## config.mk

```make
export PLATFORM = sky130hd
export DESIGN_NAME = bolme_birimi
export DESIGN_NICKNAME = d
export VERILOG_FILES = /design/src/rtl/bolme_birimi.sv
export SDC_FILE = /design/constraint.sdc
export NUM_CORES = 1
export LEC_CHECK = 0
export CAP_MARGIN = 30
export CORE_ASPECT_RATIO = 1.5
export CORE_MARGIN = 2
export CORE_UTILIZATION = 35
export CTS_CLUSTER_SIZE = 8
export DETAILED_ROUTE_END_ITERATION = 7
export PLACE_DENSITY = 0.59
export SETUP_SLACK_MARGIN = 0.2
export SKIP_CTS_REPAIR_TIMING = 1
export SLEW_MARGIN = 20
export SYNTH_ARGS = -nofsm -noshare
export SYNTH_HDL_FRONTEND = slang
export SYNTH_SLANG_ARGS = --single-unit
```

## constraint.sdc

```tcl
create_clock -name clk_i -period 4.3 [get_ports clk_i]
set_clock_uncertainty 0.15 [all_clocks]
set_input_delay 0.86 -clock clk_i [delete_from_list [all_inputs] [get_ports clk_i]]
set_output_delay 0.86 -clock clk_i [all_outputs]
set_load 0.01 [all_outputs]
```

## src/rtl/bolme_birimi.sv

```systemverilog
// bolme_birimi: radix-2 restoring divider for RV32M DIV/DIVU/REM/REMU
module bolme_birimi #(
   parameter int VERI_BIT = 32
) (
   input  logic                clk_i,
   input  logic                rst_i,
   input  logic                basla_i,
   input  logic                iptal_i,
   input  logic [1:0]          kontrol_i,
   input  logic [VERI_BIT-1:0] bolunen_i,
   input  logic [VERI_BIT-1:0] bolen_i,
   output logic                mesgul_o,
   output logic                gecerli_o,
   output logic [VERI_BIT-1:0] sonuc_o
);
   localparam int W  = VERI_BIT;
   localparam int SW = $clog2(VERI_BIT + 1);
   typedef enum logic [1:0] {BOSTA, HESAPLA, BITTI} durum_t;
   durum_t         durum_q, durum_d;
   logic [W-1:0]   kalan_q, kalan_d, bolum_q, bolum_d, bolen_q, bolen_d, sonuc_q, sonuc_d;
   logic [SW-1:0]  sayac_q, sayac_d;
   logic           kalan_sec_q, kalan_sec_d, bolum_neg_q, bolum_neg_d, kalan_neg_q, kalan_neg_d;
   logic           mesgul_q, mesgul_d, gecerli_q, gecerli_d;
   logic           isaretli, a_neg, b_neg, sifir, tasma;
   logic [W-1:0]   abs_a, abs_b, q_son, r_son;
   logic [W:0]     kaydir, deneme;
   assign isaretli = ~kontrol_i[0];
   assign a_neg    = isaretli & bolunen_i[W-1];
   assign b_neg    = isaretli & bolen_i[W-1];
   assign abs_a    = a_neg ? -bolunen_i : bolunen_i;
   assign abs_b    = b_neg ? -bolen_i : bolen_i;
   assign sifir    = bolen_i == '0;
   assign tasma    = isaretli && bolunen_i == {1'b1, {(W-1){1'b0}}} && (&bolen_i);
   assign kaydir   = {kalan_q, bolum_q[W-1]};
   assign deneme   = kaydir - {1'b0, bolen_q};
   assign q_son    = bolum_neg_q ? -bolum_q : bolum_q;
   assign r_son    = kalan_neg_q ? -kalan_q : kalan_q;
   assign mesgul_o  = mesgul_q;
   assign gecerli_o = gecerli_q;
   assign sonuc_o   = sonuc_q;
   // Next state: accept/bypass in BOSTA, one quotient bit per HESAPLA cycle, sign fix-up in BITTI
   always_comb begin
      durum_d     = durum_q;
      kalan_d     = kalan_q;
      bolum_d     = bolum_q;
      bolen_d     = bolen_q;
      sonuc_d     = sonuc_q;
      sayac_d     = sayac_q;
      kalan_sec_d = kalan_sec_q;
      bolum_neg_d = bolum_neg_q;
      kalan_neg_d = kalan_neg_q;
      mesgul_d    = mesgul_q;
      gecerli_d   = 1'b0;
      if (durum_q == BOSTA) begin
         if (basla_i && !iptal_i) begin
            kalan_sec_d = kontrol_i[1];
            bolum_neg_d = a_neg ^ b_neg && !sifir;
            kalan_neg_d = a_neg;
            bolen_d     = abs_b;
            kalan_d     = sifir ? abs_a : '0;
            bolum_d     = sifir ? '1 : abs_a;
            sayac_d     = SW'(VERI_BIT);
            mesgul_d    = 1'b1;
            durum_d     = (sifir || tasma) ? BITTI : HESAPLA;
         end
      end else if (iptal_i) begin
         durum_d  = BOSTA;
         mesgul_d = 1'b0;
      end else if (durum_q == HESAPLA) begin
         kalan_d = deneme[W] ? kaydir[W-1:0] : deneme[W-1:0];
         bolum_d = {bolum_q[W-2:0], ~deneme[W]};
         sayac_d = sayac_q - 1'b1;
         if (sayac_q == SW'(1)) begin
            durum_d  = BITTI;
            mesgul_d = 1'b0;
         end
      end else begin
         sonuc_d   = kalan_sec_q ? r_son : q_son;
         gecerli_d = 1'b1;
         mesgul_d  = 1'b0;
         durum_d   = BOSTA;
      end
   end
   // State and datapath registers with synchronous reset
   always_ff @(posedge clk_i) begin
      if (rst_i) begin
         durum_q     <= BOSTA;
         kalan_q     <= '0;
         bolum_q     <= '0;
         bolen_q     <= '0;
         sonuc_q     <= '0;
         sayac_q     <= '0;
         kalan_sec_q <= 1'b0;
         bolum_neg_q <= 1'b0;
         kalan_neg_q <= 1'b0;
         mesgul_q    <= 1'b0;
         gecerli_q   <= 1'b0;
      end else begin
         durum_q     <= durum_d;
         kalan_q     <= kalan_d;
         bolum_q     <= bolum_d;
         bolen_q     <= bolen_d;
         sonuc_q     <= sonuc_d;
         sayac_q     <= sayac_d;
         kalan_sec_q <= kalan_sec_d;
         bolum_neg_q <= bolum_neg_d;
         kalan_neg_q <= kalan_neg_d;
         mesgul_q    <= mesgul_d;
         gecerli_q   <= gecerli_d;
      end
   end
endmodule

```

==> results.ini <==
[drt]
wirelength_um=32500
ant_nets=0
route.vias.total=10200
routedWlPerCell_um=17.4
drt_first_pass_iters=5
initialDrtViolationCount=577
via_per_inst=5.46
drc_errors=0

[clock_network]
worstSkewPairLatency_ps=450
h-tree-depth=4
ctsRootBufferMaster=clkbuf_16
path_clk_slew_ps=60
cts_tree=built
clock_sinks=141
clock_path_buffers=2
cts_buffers=17

[sta]
holdWs_ps=300
tightest_slew_ps=835
totalNegativeSetupSlack_ps=0
relSlewSlack=0.443
fmax_mhz=258
period_needed_ps=3880
grt_setup_unrepaired=no
hold_violations=0
period_share=0.903
slew_violations=0
setup_viol=0

[run]
cap_violations=0

[final_layout]
final_common_cell=nor2_1
syn2layout_area_growth_pct=21.7
layout_common_cells=161 x nor2_1, 140 x dfxtp_1, 134 x a21oi_1
diodes=0
drive_above_1_share=0.0682
fin_nets=1577

[power_and_ir_drop]
powerDensity_nw_per_um2=370
p_total_w=0.00470
peakVddDrop_mv=0.218
p_leak_nw=4.57

[die]
start_util=0.355
die_x_um=145
coreArea_um2=29400
rows=77
die_area_um2=31200
die_y_um=215
io_pins=104

[global_routing]
grt_max_degree=71
grt_overflow_total=0
grt_use_total=0.207
grt_pass1_vias=9844
grt_pass1_wl_um=52100
antenna_found_initial=0

[critical_path]
r2r_cells=12
setup.worst_path.class=reg -> reg
cpMostUsedCell=a21o_1
cp_data_required_time_ps=4460
arrival_ps=4040
crit_chain=inv_1 > ha_1 > fa_1 > nand2b_1 > a21o_1 > a21o_1 > a211oi_1 > o31a_1 > o211a_2 > mux2_2 > a221oi_1 > nor3_1
crit_path_end_kind=flop
reg2reg_slack_ps=420
cp_slowest_cell=o211a_2
slowest_delay_ps=410
r2r-end=kalan_q[29]$_SDFFE_PP0P_
start_kind=flop
cp_max_fo=11
r2r-start=bolum_q[31]$_SDFFE_PP0P_

[synthesis]
ys_warn_count=0
syn_avg_cell_area_um2=7.49
synth_area_leaders=dfxtp_1 27%, xor2_1 6.9%, a21oi_1 6.4%
yosys_register_bits=141
syn-cell-area_um2=10400
syn_nets=1502
synth_edf_count=0
seq_area_frac_synth=0.271
ys_async_sr_fraction=0
ys_types=64
synth_top_area_cell=dfxtp_1
yosys_most_used_dff=dfxtp_1
syn_inst=1392
synthDominantCellAreaShare=0.271

[worst_hold_path]
hold_depth=2
min_path_type=reg -> reg
min-delay-start=sonuc_o[7]$_SDFFE_PP0P_
worstHoldEndpoint=sonuc_o[7]$_SDFFE_PP0P_

[status]
status=finished clean

[placement]
dpl.hpwl_um=25300
gp_congestion=0.941
io_buffers=103

==> cells in the mapped netlist, drive strengths merged, types with 4 or more instances <==
master,instances
o311a,9
a2111oi,6
o21a,6
nor3,51
nand4,13
xnor2,68
nor4,16
xor2,82
nand2,128
dfxtp,141
or4,12
nand2b,17
o21ai,50
a21o,13
nand3,21
a22o,7
nor2,163
a221oi,4
buf,5
inv,51
nor2b,10
a21oi,134
and2,4
o211ai,27
or3,18
o31ai,25
a31oi,12
clkbuf,87
o41ai,18
nand3b,4
mux2,5
ha,39
o221ai,23
or2,4
a211oi,69
mux2i,10
and3,8
==> routing by layer <==
layer / up-vias / part of all wire / wire length, um / GRT usage
met2: 269 / 0.49 / 16000 / 0.363
li1: 5215 / - / - / -
met1: 4694 / 0.43 / 14000 / 0.251
met3: 60 / 0.042 / 1350 / 0.0281
met5: - / 0 / 0 / 0
met4: 0 / 0.036 / 1190 / 0.0957
==> per-stage QoR <==
step | instance area (um^2) | utilization | setup slack (ps) | instances
floorplan | 10400 | - | 794 | 1392
global placement | 12000 | 0.409 | 155 | 1842
detailed placement | 12000 | 0.409 | 97.4 | 1842
CTS | 12700 | 0.431 | 350 | 1874
global route | 12700 | 0.432 | 207 | 1875
finish | 12700 | 0.432 | 419 | 1875
==> worst max-delay path by stage <==
stage                                   from                       end  slack, ps
CTS                 bolum_q[31]$_SDFFE_PP0P_  kalan_q[23]$_SDFFE_PP0P_        350
floorplan                       bolunen_i[1]  kalan_q[20]$_SDFFE_PP0P_        790
finish              bolum_q[31]$_SDFFE_PP0P_  kalan_q[29]$_SDFFE_PP0P_        420
detailed placement              bolunen_i[1]  kalan_q[20]$_SDFFE_PP0P_        100
global route        bolum_q[31]$_SDFFE_PP0P_   kalan_q[2]$_SDFFE_PP0P_        210
global placement                bolunen_i[1]  kalan_q[20]$_SDFFE_PP0P_        160
==> registers in the layout, indices dropped and copies added, names as in the netlist <==
signal,count
sayac_q,6
bolen_q,32
gecerli_o,1
sonuc_o,32
mesgul_o,1
kalan_sec_q,1
durum_q,2
kalan_neg_q,1
bolum_neg_q,1
kalan_q,32
bolum_q,32
==> cells by family after synthesis <==
family,Yosys count,synth area share
AND/OR/NAND/NOR,477,0.214
AO/OA/AOI/OAI,426,0.274
XOR/XNOR,150,0.126
buffers and inverters,143,0.0517
flip-flops,141,0.271
adder cells (fa/ha/maj),40,0.0487
multiplexers,15,0.0150
==> power breakdown <==
part | internal, W | switching (W)
sequential | 0.00140 | 0.000120
clock | 0.00103 | 0.000593
combinational | 0.000659 | 0.000899
total | 0.00309 | 0.00161
==> cell type report <==
type / instances / area (um^2)
multi-input cells: 1108 / 7100
fillers: 2988 / 16700
well taps: 395 / 494
clock inverters: 10 / 160
flip-flops and latches: 141 / 2820
inverters: 51 / 191
repair buffers: 148 / 1440
clock buffers: 22 / 484
==> worst max-delay path: cells and delay by family, from the launching register on <==
| family | cells | cell delay, ps |
|---|---|---|
| AO/OA/AOI/OAI | 6 | 1720 |
| adder cells (fa/ha/maj) | 2 | 670 |
| flip-flops | 1 | 400 |
| multiplexers | 1 | 390 |
| AND/OR/NAND/NOR | 2 | 250 |
| buffers and inverters | 1 | 160 |
No activity file was read; power rests on OpenSTA's default activity.
